`config.mk`:
```
export PLATFORM = sky130hd
export DESIGN_NAME = run_dispatch_fifo_flat
export DESIGN_NICKNAME = d
export VERILOG_FILES = /design/src/rtl/run_dispatch_fifo_pkg.sv /design/src/rtl/run_dispatch_fifo_if.sv /design/src/rtl/run_dispatch_fifo_sync_fifo.sv /design/src/rtl/run_dispatch_fifo.sv /design/src/flat_wrapper.sv
export SDC_FILE = /design/constraint.sdc
export NUM_CORES = 1
export LEC_CHECK = 0
export BUFFER_PORTS_ARGS = -buffer_cell sky130_fd_sc_hd__buf_2
export CORE_UTILIZATION = 60
export DETAILED_ROUTE_END_ITERATION = 10
export GPL_TIMING_DRIVEN = 0
export PLACE_DENSITY = 0.88
export SKIP_LAST_GASP = 1
export SLEW_MARGIN = 30
export SYNTH_ARGS = -nofsm -noshare
export SYNTH_HDL_FRONTEND = slang
export SYNTH_SLANG_ARGS = --single-unit
```
`constraint.sdc`:
```
create_clock -name clock -period 4.95 [get_ports clock]
set_input_delay 0.2475 -clock clock [delete_from_list [all_inputs] [get_ports clock]]
set_output_delay 0.2475 -clock clock [all_outputs]
set_load 0.05 [all_outputs]
```
`src/rtl/run_dispatch_fifo_pkg.sv`:
```
// Shared state encoding and default parameters for the run dispatch FIFO.
package run_dispatch_pkg;

    localparam int DEF_DATA_W       = 32;
    localparam int DEF_DEPTH_LOG2   = 4;
    localparam int DEF_BUSY_TIMEOUT = 16;

    typedef enum logic [1:0] {
        ST_IDLE,
        ST_REQ,
        ST_WAIT_BUSY,
        ST_WAIT_DONE
    } disp_state_t;

endpackage

```
`src/rtl/run_dispatch_fifo_if.sv`:
```
// Push side and downstream run-method handshake of the run dispatch FIFO.
interface run_dispatch_fifo_if
    import run_dispatch_pkg::*;
#(
    parameter int DATA_W     = DEF_DATA_W,
    parameter int DEPTH_LOG2 = DEF_DEPTH_LOG2
);

    logic                  i_wr_en;
    logic [DATA_W-1:0]     i_wr_data;
    logic                  o_full;
    logic [DEPTH_LOG2:0]   o_count;
    logic                  o_run_req;
    logic [DATA_W-1:0]     o_run_arg;
    logic                  i_run_busy;

    modport master (
        output i_wr_en, i_wr_data, i_run_busy,
        input  o_full, o_count, o_run_req, o_run_arg
    );

    modport slave (
        input  i_wr_en, i_wr_data, i_run_busy,
        output o_full, o_count, o_run_req, o_run_arg
    );

endinterface

```
`src/rtl/run_dispatch_fifo_sync_fifo.sv`:
```
// Single-clock FIFO with wrapping pointers and a separate occupancy counter.
module sync_fifo
    import run_dispatch_pkg::*;
#(
    parameter int DATA_W     = DEF_DATA_W,
    parameter int DEPTH_LOG2 = DEF_DEPTH_LOG2
) (
    input  logic                clock,
    input  logic                reset,
    input  logic                ce,
    input  logic                wr_en,
    input  logic [DATA_W-1:0]   wr_data,
    input  logic                rd_en,
    output logic [DATA_W-1:0]   rd_data,
    output logic                full,
    output logic                empty,
    output logic [DEPTH_LOG2:0] count
);

    localparam int DEPTH = 1 << DEPTH_LOG2;
    localparam logic [DEPTH_LOG2:0] FULL_COUNT = (DEPTH_LOG2 + 1)'(DEPTH);

    logic [DATA_W-1:0]     mem [DEPTH];
    logic [DEPTH_LOG2-1:0] wr_ptr;
    logic [DEPTH_LOG2-1:0] rd_ptr;
    logic                  push;
    logic                  pop;

    // A push while full is dropped even if a pop frees a slot this cycle.
    assign full    = (count == FULL_COUNT);
    assign empty   = (count == '0);
    assign push    = wr_en && !full;
    assign pop     = rd_en && !empty;
    assign rd_data = mem[rd_ptr];

    always_ff @(posedge clock) begin
        if (ce && push) begin
            mem[wr_ptr] <= wr_data;
        end
    end

    always_ff @(posedge clock or posedge reset) begin
        if (reset) begin
            wr_ptr <= '0;
            rd_ptr <= '0;
            count  <= '0;
        end else if (ce) begin
            if (push) begin
                wr_ptr <= wr_ptr + 1'b1;
            end
            if (pop) begin
                rd_ptr <= rd_ptr + 1'b1;
            end
            if (push && !pop) begin
                count <= count + 1'b1;
            end else if (pop && !push) begin
                count <= count - 1'b1;
            end
        end
    end

endmodule

```
`src/rtl/run_dispatch_fifo.sv`:
```
// Queues argument words and hands them one at a time to a downstream
// run-style method, watching its busy line for start and completion.
module run_dispatch_fifo
    import run_dispatch_pkg::*;
#(
    parameter int DATA_W       = DEF_DATA_W,
    parameter int DEPTH_LOG2   = DEF_DEPTH_LOG2,
    parameter int BUSY_TIMEOUT = DEF_BUSY_TIMEOUT
) (
    input  logic               clock,
    input  logic               reset,
    input  logic               ce,
    run_dispatch_fifo_if.slave bus,
    output logic               o_idle,
    output logic [31:0]        o_done_cnt,
    output logic               o_overflow,
    output logic               o_timeout
);

    localparam int TIMER_W = $clog2(BUSY_TIMEOUT + 1);
    localparam logic [TIMER_W-1:0] TIMER_LAST = TIMER_W'(BUSY_TIMEOUT - 1);

    disp_state_t         state;
    disp_state_t         next_state;
    logic [TIMER_W-1:0]  timer;
    logic [DATA_W-1:0]   run_arg;
    logic [DATA_W-1:0]   head;
    logic [DEPTH_LOG2:0] fifo_count;
    logic                fifo_full;
    logic                fifo_empty;
    logic                pop;
    logic                timeout_hit;
    logic                run_done;

    sync_fifo #(
        .DATA_W     (DATA_W),
        .DEPTH_LOG2 (DEPTH_LOG2)
    ) u_fifo (
        .clock   (clock),
        .reset   (reset),
        .ce      (ce),
        .wr_en   (bus.i_wr_en),
        .wr_data (bus.i_wr_data),
        .rd_en   (pop),
        .rd_data (head),
        .full    (fifo_full),
        .empty   (fifo_empty),
        .count   (fifo_count)
    );

    always_ff @(posedge clock or posedge reset) begin
        if (reset) begin
            state <= ST_IDLE;
        end else if (ce) begin
            state <= next_state;
        end
    end

    // Busy wins over the timeout when both land on the same cycle.
    always_comb begin
        next_state  = state;
        pop         = 1'b0;
        timeout_hit = 1'b0;
        run_done    = 1'b0;
        case (state)
            ST_IDLE: begin
                if (!fifo_empty) begin
                    pop        = 1'b1;
                    next_state = ST_REQ;
                end
            end
            ST_REQ: begin
                next_state = ST_WAIT_BUSY;
            end
            ST_WAIT_BUSY: begin
                if (bus.i_run_busy) begin
                    next_state = ST_WAIT_DONE;
                end else if (timer == TIMER_LAST) begin
                    timeout_hit = 1'b1;
                    next_state  = ST_IDLE;
                end
            end
            ST_WAIT_DONE: begin
                if (!bus.i_run_busy) begin
                    run_done   = 1'b1;
                    next_state = ST_IDLE;
                end
            end
            default: begin
                next_state = ST_IDLE;
            end
        endcase
    end

    always_ff @(posedge clock or posedge reset) begin
        if (reset) begin
            timer      <= '0;
            run_arg    <= '0;
            o_done_cnt <= '0;
            o_overflow <= 1'b0;
            o_timeout  <= 1'b0;
        end else if (ce) begin
            if (state == ST_WAIT_BUSY && next_state == ST_WAIT_BUSY) begin
                timer <= timer + 1'b1;
            end else begin
                timer <= '0;
            end
            if (pop) begin
                run_arg <= head;
            end
            if (run_done) begin
                o_done_cnt <= o_done_cnt + 32'd1;
            end
            if (timeout_hit) begin
                o_timeout <= 1'b1;
            end
            if (bus.i_wr_en && fifo_full) begin
                o_overflow <= 1'b1;
            end
        end
    end

    assign bus.o_full    = fifo_full;
    assign bus.o_count   = fifo_count;
    assign bus.o_run_req = (state == ST_REQ);
    assign bus.o_run_arg = run_arg;
    assign o_idle        = (state == ST_IDLE) && fifo_empty;

endmodule
```
`src/flat_wrapper.sv`:
```
// flat-port wrapper written by rule: the top's interface ports become plain ports
module run_dispatch_fifo_flat import run_dispatch_pkg::*;
#(
    parameter int DATA_W       = DEF_DATA_W,
    parameter int DEPTH_LOG2   = DEF_DEPTH_LOG2,
    parameter int BUSY_TIMEOUT = DEF_BUSY_TIMEOUT
)
  (clock, reset, ce, o_idle, o_done_cnt, o_overflow, o_timeout, bus_i_wr_en, bus_i_wr_data, bus_i_run_busy, bus_o_full, bus_o_count, bus_o_run_req, bus_o_run_arg);
  run_dispatch_fifo_if #(.DATA_W(DATA_W), .DEPTH_LOG2(DEPTH_LOG2)) bus_i ();
  input  logic clock;
  input  logic reset;
  input  logic ce;
  output logic o_idle;
  output logic [31:0] o_done_cnt;
  output logic o_overflow;
  output logic o_timeout;
  input wire logic [$bits(bus_i.i_wr_en)-1:0] bus_i_wr_en;
  input wire logic [$bits(bus_i.i_wr_data)-1:0] bus_i_wr_data;
  input wire logic [$bits(bus_i.i_run_busy)-1:0] bus_i_run_busy;
  output wire logic [$bits(bus_i.o_full)-1:0] bus_o_full;
  output wire logic [$bits(bus_i.o_count)-1:0] bus_o_count;
  output wire logic [$bits(bus_i.o_run_req)-1:0] bus_o_run_req;
  output wire logic [$bits(bus_i.o_run_arg)-1:0] bus_o_run_arg;
  assign bus_i.i_wr_en = bus_i_wr_en;
  assign bus_i.i_wr_data = bus_i_wr_data;
  assign bus_i.i_run_busy = bus_i_run_busy;
  assign bus_o_full = bus_i.o_full;
  assign bus_o_count = bus_i.o_count;
  assign bus_o_run_req = bus_i.o_run_req;
  assign bus_o_run_arg = bus_i.o_run_arg;
  run_dispatch_fifo #(.DATA_W(DATA_W), .DEPTH_LOG2(DEPTH_LOG2), .BUSY_TIMEOUT(BUSY_TIMEOUT)) u_core (.clock(clock), .reset(reset), .ce(ce), .bus(bus_i), .o_idle(o_idle), .o_done_cnt(o_done_cnt), .o_overflow(o_overflow), .o_timeout(o_timeout));
endmodule
```
# After elaboration in Yosys (flattened, before gate mapping)
# Memories as Yosys holds them, arrays and structs flattened. A register that Yosys moved wholly into a read port is not among the register bits.
# Index checks and enable logic that the tools add are counted.
classes:
  n_addsub: 6
  n_eq_ne: 6
  mux: 17
  reduce_logical: 22
ops:
  columns: ["op", "n"]
  rows:
  - ["adder 32 x 1 -> 32 bit (second input constant)", 1]
  - ["2-to-1 mux 5 bit", 3]
  - ["AND reduction 2 bit", 7]
  - ["adder 5 x 1 -> 5 bit (second input constant)", 2]
  - ["2-to-1 mux 1 bit", 9]
  - ["adder 4 x 1 -> 4 bit (second input constant)", 2]
  - ["logical AND 1 bit", 8]
  - ["2-to-1 mux 2 bit", 4]
  - ["case mux 2 bit (4 select lines)", 1]
  - ["== test 2 bit (second input constant)", 3]
  - ["== test 5 x 4 -> 1 bit (second input constant)", 1]
  - ["== test 5 bit (second input constant)", 1]
  - ["logical NOT 5 bit", 1]
  - ["subtractor 5 x 1 -> 5 bit (second input constant)", 1]
  - ["logical NOT 1 bit", 4]
  - ["== test 2 x 1 -> 1 bit (second input constant)", 1]
  - ["logical NOT 2 bit", 1]
  - ["nonzero test 2 bit", 1]
word_totals:
  register_bits: 54
  ramBits: 512
  input_bits: 37
  output_inout_bits: 74
  word_cells: 60
  n_memories: 1
mem_list:
  columns: ["name", "depth", "word_bits", "rd", "rd_ports_with_merged_regs", "wr", "line_no", "source"]
  rows:
  - ["u_core.u_fifo.mem", 16, 32, 1, 1, 1, "run_dispatch_fifo_sync_fifo.sv:23", "logic [DATA_W-1:0] mem [DEPTH];"]

# Depth between registers and ports, before layout
# Gate-level depths: netlist (run 1).
logic_depth:
  depth_word: 8
  ltp_mapped: 10
  mapped_depth_nobuf: 10

# Hierarchy
# From an unflattened synthesis (run 1), not the netlist that was laid out.
unflattened:
  cells_unflattened: 1128
  area_unflattened_um2: 23218.5
modules_own_cells:
  columns: ["mod", "n_inst", "cells_each", "area_each_um2", "seq_area_each_um2"]
  rows:
  - ["sync_fifo", 1, 883, 20005.4, 15700.1]
  - ["run_dispatch_fifo", 1, 245, 3213.1, 1826.8]

# Worst setup path after synthesis (run 1)
# No wires, ideal clock.
synth_path:
  path_kind: "reg-to-reg"
  start: "reg u_core.u_fifo.count[0]"
  end: "mem u_core.u_fifo.mem[3][0] (netlist bit), enable pin"
  setup_time_ns: 0.461
  arrival_time_ns: 3.760
  t_required_ns: 4.489
  path_slack_ns: 0.729
  path_stages_with_launch: 5
  n_path_buf: 0
  synth_period_minus_slack_ns: 4.221
  path_cell_list: "dfrtp_1 nor4_2 a21oi_1 nand2_1 nor3_1"
synth_between:
  elab_chain_cells: 6
synth_lines:
  columns: ["item", "line_no", "source"]
  rows:
  - ["start, declared", "run_dispatch_fifo_sync_fifo.sv:17", "output logic [DEPTH_LOG2:0] count"]
  - ["start signal, assigned", "run_dispatch_fifo_sync_fifo.sv:55", "count <= count + 1'b1;"]
  - ["start signal, assigned", "run_dispatch_fifo_sync_fifo.sv:57", "count <= count - 1'b1;"]
  - ["== test 5 bit", "run_dispatch_fifo_sync_fifo.sv:30", "assign full = (count == FULL_COUNT);"]
  - ["logical NOT 1 bit", "run_dispatch_fifo_sync_fifo.sv:32", "assign push = wr_en && !full;"]
  - ["logical AND 1 bit", "run_dispatch_fifo_sync_fifo.sv:32", null]
  - ["logical AND 1 bit", "run_dispatch_fifo_sync_fifo.sv:37", "if (ce && push) begin"]
  - ["2-to-1 mux 1 bit", "run_dispatch_fifo_sync_fifo.sv:37", null]
  - ["2-to-1 mux 1 bit (implied by the code)", "run_dispatch_fifo_sync_fifo.sv:38", "mem[wr_ptr] <= wr_data;"]
  - ["end, declared", "run_dispatch_fifo_sync_fifo.sv:23", null]
# No other way between the ends.

# Final worst setup path (run 1)
layout_path:
  start: "reg u_core.u_fifo.count[0]"
  end: "mem u_core.u_fifo.mem[2][31] (netlist bit), enable pin"
# Same word-level chain as after synthesis.

==> impl_metrics.csv, run 1 <==
group,metric,value,unit
status,outcome,"complete, no violations",
route,drtAntennaViolNets,0,
clock_network,clkSinkCount,598,
cells_and_area,drive_above_1_share,32.27,%
setup_path,end_kind,"flop",
clock_network,htreeDepth,2,
synthesis,yosysSeqAreaShare,75.91,%
global_route,grt_max_degree,50,
place,port_buffers,109,
synthesis,avgSynthCellArea,20.51,µm²
worst_hold_path,min_to,"u_core.u_fifo.mem[3][7]$_DFFE_PP_",
route,wl_per_cell,29.46,µm
timing,worst_slew_pin_slew,906.9,ps
cells_and_area,area_growth,17.73,%
power_and_ir_drop,powerDensity,536.9,mW/mm²
die,die_h,198.2,µm
synthesis,syn_area,0.02309,mm²
cells_and_area,layout.nets,1412,
global_route,use_met3,6.030,%
synthesis,synth_area_leaders,"edfxtp_1 67%, mux4_2 12%, dfrtp_1 9.3%",
worst_hold_path,worst_hold_path.num_cells,1,
clock_network,post_cts_buffers,0,
worst_hold_path,hp-class,"input port to flop",
die,dieArea,0.03927,mm²
synthesis,netlist_instances,1126,
global_route,antenna_found_initial,0,
global_route,grt_busiest_layer,"met2",
die,fp.dieW,198.2,µm
setup_path,crit_start,"u_core.u_fifo.count[0]$_DFFE_PP0P_",
synthesis,yosysTopAreaCellShare,66.59,%
global_route,use_met2,49.36,%
clock_network,cts_tree,"yes",
setup_path,crit_fanout,8,
power_and_ir_drop,p_leak,0.009271,µW
clock_network,cts_buffer_depth,3,
job,maxCapViolations,0,
power_and_ir_drop,total_power,14590,µW
timing,setup_viol,0,
global_route,grt_pass1_wl,82280,µm
place,gp_congestion,0.7790,
synthesis,yosysUniqueCellTypes,50,
setup_path,crit_required,5280,ps
power_and_ir_drop,max-vdd-ir-drop,453.7,µV
route,first_pass_iters,5,
synthesis,yosys_register_bits,598,
route,vias,12800,
synthesis,synthesis.nets,1176,
cells_and_area,diodes,0,
die,io_pins,111,
clock_network,path_clk_slew,70,ps
timing,final-hold-violation-count,0,
timing,fin_crit_sh,62.28,%
setup_path,cp.arrival,3410,ps
synthesis,yosys_warnings,0,
global_route,overflow,0,
route,wirelength,56600,µm
clock_network,cts-root-buf,"clkbuf_16",
setup_path,cp-start-kind,"flop",
global_route,gr-usage-met1,37.70,%
global_route,grt_use_total,29.61,%
synthesis,synth_top_flop_cell,"edfxtp_1",
setup_path,reg2reg_depth,7,
route,drt_iter0_markers,1568,
clock_network,ctsResizeCount,0,
setup_path,timing.rr.start,"u_core.u_fifo.count[0]$_DFFE_PP0P_",
timing,timing.fmax,0.3244,GHz
worst_hold_path,worstHoldStart,"bus_i_wr_data[7]",
setup_path,path_class,"flop to flop",
setup_path,rr_endpoint,"u_core.u_fifo.mem[2][31]$_DFFE_PP_",
die,rows,71,
timing,whs,33.62,ps
synthesis,yosysTopAreaCell,"edfxtp_1",
timing,rsz0062_at_grt,"no",
route,drc_errors,0,
clock_network,numCtsBuffers,56,
timing,fin_skew,55.63,ps
synthesis,synth_edf_count,512,
timing,finalMaxSlewViolations,0,
setup_path,ff2ff_setup_slack,1870,ps
clock_network,clock_latency,640,ps
global_route,grt_pass1_vias,13110,
timing,finalCriticalPeriod,3083,ps
place,dp_hpwl,34200,µm
timing,relSlewSlack,39.54,%
die,initial_core_util,61.16,%
route,via_per_inst,6.663,
synthesis,async_flop_share,14.38,%
die,core_area,0.03776,mm²
worst max-delay path by stage:
stage | slack [ps] | cells past startpoint | end
after floorplan | 730 | 4 | u_core.u_fifo.mem[3][0]$_DFFE_PP_
after global placement | -1350 | 4 | u_core.u_fifo.mem[3][18]$_DFFE_PP_
after detailed placement | 1890 | 7 | u_core.u_fifo.mem[2][15]$_DFFE_PP_
after CTS | 1890 | 7 | u_core.u_fifo.mem[2][31]$_DFFE_PP_
after global routing | 1740 | 7 | u_core.u_fifo.mem[2][31]$_DFFE_PP_
final | 1870 | 7 | u_core.u_fifo.mem[2][31]$_DFFE_PP_
sequential cells by signal, indices dropped and copies added, names as in the netlist:
register	cells
u_core.state	2
u_core.o_timeout	1
u_core.bus.o_run_arg	32
u_core.u_fifo.count	5
u_core.u_fifo.mem	512
u_core.u_fifo.wr_ptr	4
u_core.timer	5
u_core.u_fifo.rd_ptr	4
u_core.o_done_cnt	32
u_core.o_overflow	1
per-layer routing:
layer  up-vias  wire length [µm]
li1       5094                 -
met1      6537             19700
met2       978             28980
met3       190              5563
met4         0              2357
met5         -                 0
critical path, cell delays in order (launching register included):
cell and delay, ps:
dfrtp_1 470, nor4_2 120, a21oi_1 550, nand2_1 390
nor3_2 570, buf_4 300, buf_4 190, buf_4 210
cell usage after synthesis (2+ instances only):
library cell / number
buf_2: 18
xor2_1: 20
dfrtp_1: 86
nand3_1: 9
buf_6: 2
ha_1: 12
nor2_1: 26
nand4_1: 11
a21oi_1: 36
xnor2_1: 21
nand2_1: 26
nand2b_1: 4
and4_1: 2
and4_2: 2
and3_1: 5
a21o_1: 3
clkbuf_1: 25
mux2_2: 36
nor3_1: 17
or2_2: 2
inv_1: 10
edfxtp_1: 512
o21ai_0: 8
nor2b_1: 2
nor4_2: 2
buf_1: 8
buf_4: 7
nor4b_1: 2
mux4_2: 128
o22ai_1: 64
logic make-up after synthesis:
logic type      count (synthesis)  synth area share (%)
compound gates                117                 3.105
xor+xnor                       41                 1.555
fa+ha+maj                      13                0.7370
buf+inv                        71                 1.474
flops                         598                 75.91
mux                           165                 14.28
simple gates                  121                 2.937
final cells by class:
cell class                 count  area [µm²]
buffer                        61       302.8
clock buffer                  75        1513
clock inverter                31       277.8
fill                        2043       10570
inverter                      10       42.54
multi-input combinational    457        5333
sequential                   598       17530
tap                          511       639.4
timing repair buffer         178        1548
stage by stage:
stage,area (µm²),utilization [%],std cells,setup slack [ps],setup TNS [ps]
3_3_place_gp,24270,64.29,1746,-1348,-168480
5_1_grt,27180,72.00,1921,1739,0
2_1_floorplan,23090,-,1126,728.7,0
3_5_place_dp,25100,66.49,1786,1894,0
6_report,27180,72.00,1921,1867,0
4_1_cts,27170,71.97,1920,1894,0
timing repair:
| item | 4_1_cts | 5_1_grt |
|---|---|---|
| hold endpoints to repair | 347 | 6 |
| hold buffers | 28 | 1 |
| setup endpoints to repair | 0 | 0 |
cells in the final DEF, fill, tap and decap left out, types with 26 or more instances in the layout:
cell           count
a21oi_1           36
buf_2            127
clkbuf_1          40
clkbuf_16         56
dfrtp_1           86
dlygate4sd3_1     29
edfxtp_1         512
mux2_2            36
mux4_2           128
nand2_1           26
o22ai_1           64
power breakdown:
part	internal, µW	switching (µW)	leakage [µW]
Sequential	5900	252	0.00566
Clock	2320	1900	0.000883
Combinational	1660	2560	0.00272
Note: power is estimated with default switching activity, not from simulation.
==> run 2: changes to the inputs <==
==> constraint.sdc (replaced) <==
create_clock -name clock -period 2.9 [get_ports clock]
set_input_delay 0.145 -clock clock [delete_from_list [all_inputs] [get_ports clock]]
set_output_delay 0.145 -clock clock [all_outputs]
set_load 0.05 [all_outputs]
==> run 2 against run 1 <==
Clock power up 72%. Die area is the same. Wire length up 3.4%. Worst setup slack lost 1800 ps. Critical path depth down 2. Sequential power increased by 71%. Via count increased by 0.91%. Clock skew shrank 18 ps. Non-clock buffer count rose by 3. Critical path type unchanged. Largest cell class unchanged. Highest routed layer unchanged.
==> impl_metrics.csv, run 2 (synthesized netlist as in run 1, its figures left out) <==
group,metric,value,unit
timing,fin_skew,37.18,ps
place,gp_congestion,0.7834,
cells_and_area,layout.nets,1414,
place,dp_hpwl,33790,µm
cells_and_area,largest_reg_flops,512,
setup_path,reg2reg_depth,5,
cells_and_area,mostFrequentLayoutCell,"edfxtp_1",
route,via_per_inst,6.720,
timing,finalSetupTns,0,ps
setup_path,cp-start-kind,"flop",
cells_and_area,area_growth,18.05,%
timing,fin_crit_sh,97.52,%
cells_and_area,top_register,"u_core.u_fifo.mem",
global_route,antenna_found_initial,0,
die,fp.dieW,198.2,µm
setup_path,timing.rr.start,"u_core.u_fifo.rd_ptr[3]$_DFFE_PP0P_",
setup_path,crit_fanout,10,
clock_network,clock_latency,620,ps
clock_network,htreeDepth,2,
clock_network,clkSinkCount,598,
timing,final-hold-violation-count,0,
die,core_area,0.03776,mm²
clock_network,cts_tree,"yes",
route,first_pass_iters,5,
clock_network,numCtsBuffers,55,
route,wl_per_cell,30.46,µm
global_route,grt_pass1_wl,84010,µm
timing,setup_viol,0,
die,io_pins,111,
place,dpl_worst_slack,114.1,ps
timing,timing.fmax,0.3536,GHz
setup_path,cp.arrival,3260,ps
setup_path,cp_slowest_cell,"clkbuf_1",
cells_and_area,drive_above_1_share,32.48,%
place,port_buffers,109,
timing,rsz0062_at_grt,"yes",
worst_hold_path,hp-class,"input port to async pin",
clock_network,cts-root-buf,"clkbuf_16",
cells_and_area,regArea,0.01753,mm²
cells_and_area,nFillCells,2033,
cells_and_area,layout_common_cells,"512 x edfxtp_1, 128 x mux4_2, 127 x buf_2",
timing,finalWorstSetupSlack,71.85,ps
route,drtAntennaViolNets,0,
route,vias,12920,
die,dieArea,0.03927,mm²
setup_path,crit_required,3340,ps
place,dpl-instance-area,0.02504,mm²
job,maxCapViolations,0,
timing,finalMaxSlewViolations,0,
global_route,grt_use_total,30.29,%
timing,finalCriticalPeriod,2828,ps
power_and_ir_drop,powerDensity,921.0,mW/mm²
setup_path,max_stage_delay,800,ps
setup_path,rr_endpoint,"u_core.bus.o_run_arg[18]$_DFFE_PP0P_",
clock_network,path_clk_slew,70,ps
clock_network,cts_buffer_depth,3,
global_route,grt_pass1_vias,13150,
power_and_ir_drop,p_leak,0.009266,µW
timing,worst_slew_pin_slew,984.6,ps
setup_path,ff2ff_setup_slack,70,ps
die,rows,71,
die,initial_core_util,61.16,%
cells_and_area,multi_input_area,0.005369,mm²
die,die_h,198.2,µm
setup_path,path_class,"flop to flop",
cells_and_area,final_area,0.02726,mm²
route,wirelength,58550,µm
timing,relSlewSlack,34.36,%
setup_path,cp_common_cell,"clkbuf_1",
setup_path,end_kind,"flop",
power_and_ir_drop,max-vdd-ir-drop,929.5,µV
route,drc_errors,0,
power_and_ir_drop,total_power,25110,µW
status,outcome,"complete, no violations",
global_route,grt_max_degree,45,
setup_path,cp_cell_sequence,"clkbuf_1, clkbuf_1, mux4_2, o22ai_1, a21oi_1",
global_route,overflow,0,
route,drt_iter0_markers,1634,
[run 2: layout make-up]
class / count / share of cell area (%)
Sequential cell: 598 / 64.32
Multi-Input combinational cell: 457 / 19.70
Timing Repair Buffer: 181 / 5.876
Clock buffer: 72 / 5.357
Tap cell: 511 / 2.346
Clock inverter: 31 / 1.134
Buffer: 61 / 1.111
Inverter: 10 / 0.1561
Antenna cell: 1 / 0.009181
[run 2: repair_timing]
action,CTS,global route
hold buffers,36,0
gates resized for setup,0,1
endpoints found under the hold margin,606,0
endpoints found under the setup margin,0,54
buffers inserted,0,7
[run 2: metal layers]
| layer | GRT usage [%] | vias to the layer above | part of all wire [%] |
|---|---|---|---|
| met3 | 4.446 | 167 | 9.3 |
| met1 | 39.43 | 6668 | 36 |
| met4 | 14.15 | 0 | 4.1 |
| met5 | 0 | - | 0 |
| met2 | 50.90 | 981 | 51 |
| li1 | - | 5099 | - |
[run 2: worst max path at each step]
stage                                        start                                   end  slack [ps]  depth (start not counted)
2_1_floorplan   u_core.u_fifo.count[3]$_DFFE_PP0P_    u_core.u_fifo.mem[15][0]$_DFFE_PP_        -370                          4
3_3_place_gp    u_core.u_fifo.count[0]$_DFFE_PP0P_   u_core.u_fifo.mem[11][16]$_DFFE_PP_       -1730                          4
3_5_place_dp    u_core.u_fifo.count[0]$_DFFE_PP0P_   u_core.u_fifo.mem[15][16]$_DFFE_PP_         110                          6
4_1_cts         u_core.u_fifo.count[0]$_DFFE_PP0P_    u_core.u_fifo.count[4]$_DFFE_PP0P_          70                         10
5_1_grt         u_core.u_fifo.count[0]$_DFFE_PP0P_    u_core.u_fifo.count[4]$_DFFE_PP0P_         -20                         10
6_report       u_core.u_fifo.rd_ptr[3]$_DFFE_PP0P_  u_core.bus.o_run_arg[18]$_DFFE_PP0P_          70                          5
[run 2: through the flow]
stage / instances / utilization [%] / hold WS (ps)
2_1_floorplan: 1126 / - / 243.9
3_3_place_gp: 1746 / 64.39 / 415.4
6_report: 1922 / 72.20 / 124.4
4_1_cts: 1914 / 71.97 / 112.5
3_5_place_dp: 1775 / 66.33 / 198.5
5_1_grt: 1921 / 72.19 / 163.1
[run 2: critical path, delay by kind of cell (launching register included)]
family | cells | cell delay (ps)
compound gates | 2 | 330
buf+inv | 2 | 1430
flops | 1 | 420
mux | 1 | 440
[run 2: where the power goes]
group	switching (µW)	total (µW)	internal, µW
combinational	4460	7330	2870
clock	3220	7240	4010
sequential	467	10500	10100
total	8150	25100	17000
==> run 3: changes to the inputs <==
--- a/config.mk
+++ b/config.mk
@@ -9,7 +9,7 @@
 export CORE_UTILIZATION = 60
 export DETAILED_ROUTE_END_ITERATION = 10
 export GPL_TIMING_DRIVEN = 0
-export PLACE_DENSITY = 0.88
+export PLACE_DENSITY = 0.9
 export SKIP_LAST_GASP = 1
 export SLEW_MARGIN = 30
 export SYNTH_ARGS = -nofsm -noshare
==> run 3 against run 2 <==
Global-route usage grew 0.62 points. Via count grew 0.19%. First-iteration DRC count grew 0.61%. Highest routed layer unchanged.
==> impl_metrics.csv, run 3 (synthesized netlist as in run 1, its figures left out) <==
group,metric,value,unit
status,outcome,"complete, no violations",
global_route,grt_max_degree,59,
power_and_ir_drop,p_leak,0.009295,µW
job,maxCapViolations,0,
power_and_ir_drop,switching_power,8159,µW
place,dp_hpwl,34470,µm
cells_and_area,area_growth,18.28,%
cells_and_area,nFillCells,2034,
route,drc_errors,0,
route,first_pass_iters,7,
route,drtAntennaViolNets,0,
die,dieArea,0.03927,mm²
global_route,grt_use_total,30.91,%
global_route,overflow,0,
timing,worst_slew_pin_slew,1036,ps
power_and_ir_drop,powerDensity,929.9,mW/mm²
cells_and_area,top_register,"u_core.u_fifo.mem",
setup_path,timing.rr.start,"u_core.u_fifo.rd_ptr[3]$_DFFE_PP0P_",
cells_and_area,largest_reg_flops,512,
timing,rsz0062_at_grt,"yes",
cells_and_area,final_area,0.02731,mm²
die,io_pins,111,
global_route,grt_pass1_vias,13420,
setup_path,crit_required,3380,ps
timing,final-hold-violation-count,0,
power_and_ir_drop,switching_share,32.12,%
clock_network,clock_latency,640,ps
cells_and_area,drive_above_1_share,32.41,%
timing,finalMaxSlewViolations,0,
clock_network,cts_tree,"yes",
clock_network,numCtsBuffers,56,
global_route,grt_pass1_wl,85550,µm
die,die_h,198.2,µm
cells_and_area,layout_common_cells,"512 x edfxtp_1, 128 x mux4_2, 127 x buf_2",
clock_network,clkSinkCount,598,
power_and_ir_drop,p_int,17240,µW
setup_path,cp.arrival,3300,ps
power_and_ir_drop,seq_power_share,41.5,%
setup_path,crit_fanout,10,
clock_network,cts_buffer_depth,3,
cells_and_area,regArea,0.01753,mm²
place,port_buffers,109,
place,dpl_worst_slack,86.53,ps
power_and_ir_drop,max-vdd-ir-drop,919.4,µV
worst_hold_path,hp-class,"input port to async pin",
power_and_ir_drop,total_power,25400,µW
timing,finalWorstSetupSlack,74.15,ps
route,wl_per_cell,30.58,µm
place,gp_congestion,0.7858,
timing,setup_viol,0,
power_and_ir_drop,share_comb_of_total_power,28.8,%
cells_and_area,mostFrequentLayoutCell,"edfxtp_1",
die,initial_core_util,61.16,%
cells_and_area,multi_input_area,0.005369,mm²
place,dpl-instance-area,0.02492,mm²
clock_network,path_clk_slew,70,ps
global_route,antenna_found_initial,1,
route,wirelength,58770,µm
timing,fin_skew,40.89,ps
die,rows,71,
clock_network,htreeDepth,2,
clock_network,cts-root-buf,"clkbuf_16",
die,core_area,0.03776,mm²
setup_path,path_class,"flop to flop",
timing,finalCriticalPeriod,2826,ps
route,vias,12940,
route,drt_iter0_markers,1644,
setup_path,rr_endpoint,"u_core.bus.o_run_arg[17]$_DFFE_PP0P_",
setup_path,cp-start-kind,"flop",
setup_path,end_kind,"flop",
timing,relSlewSlack,30.93,%
setup_path,ff2ff_setup_slack,70,ps
route,via_per_inst,6.732,
die,fp.dieW,198.2,µm
timing,fin_crit_sh,97.44,%
setup_path,reg2reg_depth,5,
cells_and_area,layout.nets,1413,
timing,whs,82.10,ps
timing,timing.fmax,0.3539,GHz
power_and_ir_drop,p_clk_share,29.7,%
## run 3: changes by cell type in the layout (fill, tap and decap cells not counted), sizes merged
cell | previous run | this run
buf | 180 | 178
bufinv | 5 | 4
clkbuf | 98 | 112
clkinv | 22 | 13
clkinvlp | 3 | 0
inv | 11 | 12
## run 3: critical path: stages, from the launching register on
cell and delay (ps):
dfrtp_1 380, clkbuf_1 690, clkbuf_1 840, mux4_2 460, o22ai_1 190, a21oi_1 110
## run 3: power by group through the flow
stage,Combinational [µW],Sequential (µW),Clock (µW)
after global placement,6510,10600,0
after detailed placement,7000,10700,0
after CTS,7250,10500,7590
final,7310,10500,7550
after global routing,7670,10600,7900
after floorplan,4000,11500,0
## run 3: metal layers
layer / wire length [µm] / GRT usage [%]
met4: 3142 / 17.31
met2: 30470 / 52.70
met1: 19550 / 37.44
met3: 5611 / 5.672
met5: 0 / 0
## run 3: cell type report
cell class / instances / area share (%)
clock inverter: 19 / 0.9071
sequential: 598 / 64.19
multi-input combinational: 457 / 19.66
timing repair buffer: 179 / 5.567
tap: 511 / 2.341
antenna: 1 / 0.009163
clock buffer: 86 / 6.061
inverter: 10 / 0.1558
buffer: 61 / 1.109
## run 3: metrics by stage
stage               cells  util [%]  TNS [ps]
global route         1922     72.33    -12.16
CTS                  1912     72.01         0
floorplan            1126         -   -134880
finish               1922     72.33         0
detailed placement   1771     66.01         0
global placement     1746     64.39   -734820
## run 3: timing repair
item                       CTS  global route
buffers inserted             0             9
resized for setup            0             2
hold buffers                36             0
hold endpoints to repair   607             0
setup endpoints to repair    0            76
## run 3: worst max path at each step
stage                                             start                                    to  cells past startpoint  slack, ps
detailed placement   u_core.u_fifo.count[0]$_DFFE_PP0P_    u_core.u_fifo.count[4]$_DFFE_PP0P_                     10         90
finish              u_core.u_fifo.rd_ptr[3]$_DFFE_PP0P_  u_core.bus.o_run_arg[17]$_DFFE_PP0P_                      5         70
global route         u_core.u_fifo.count[0]$_DFFE_PP0P_    u_core.u_fifo.count[4]$_DFFE_PP0P_                     10        -10
floorplan            u_core.u_fifo.count[3]$_DFFE_PP0P_    u_core.u_fifo.mem[15][0]$_DFFE_PP_                      4       -370
global placement     u_core.u_fifo.count[0]$_DFFE_PP0P_   u_core.u_fifo.mem[11][19]$_DFFE_PP_                      4      -1550
CTS                  u_core.u_fifo.count[0]$_DFFE_PP0P_    u_core.u_fifo.count[4]$_DFFE_PP0P_                     10         20
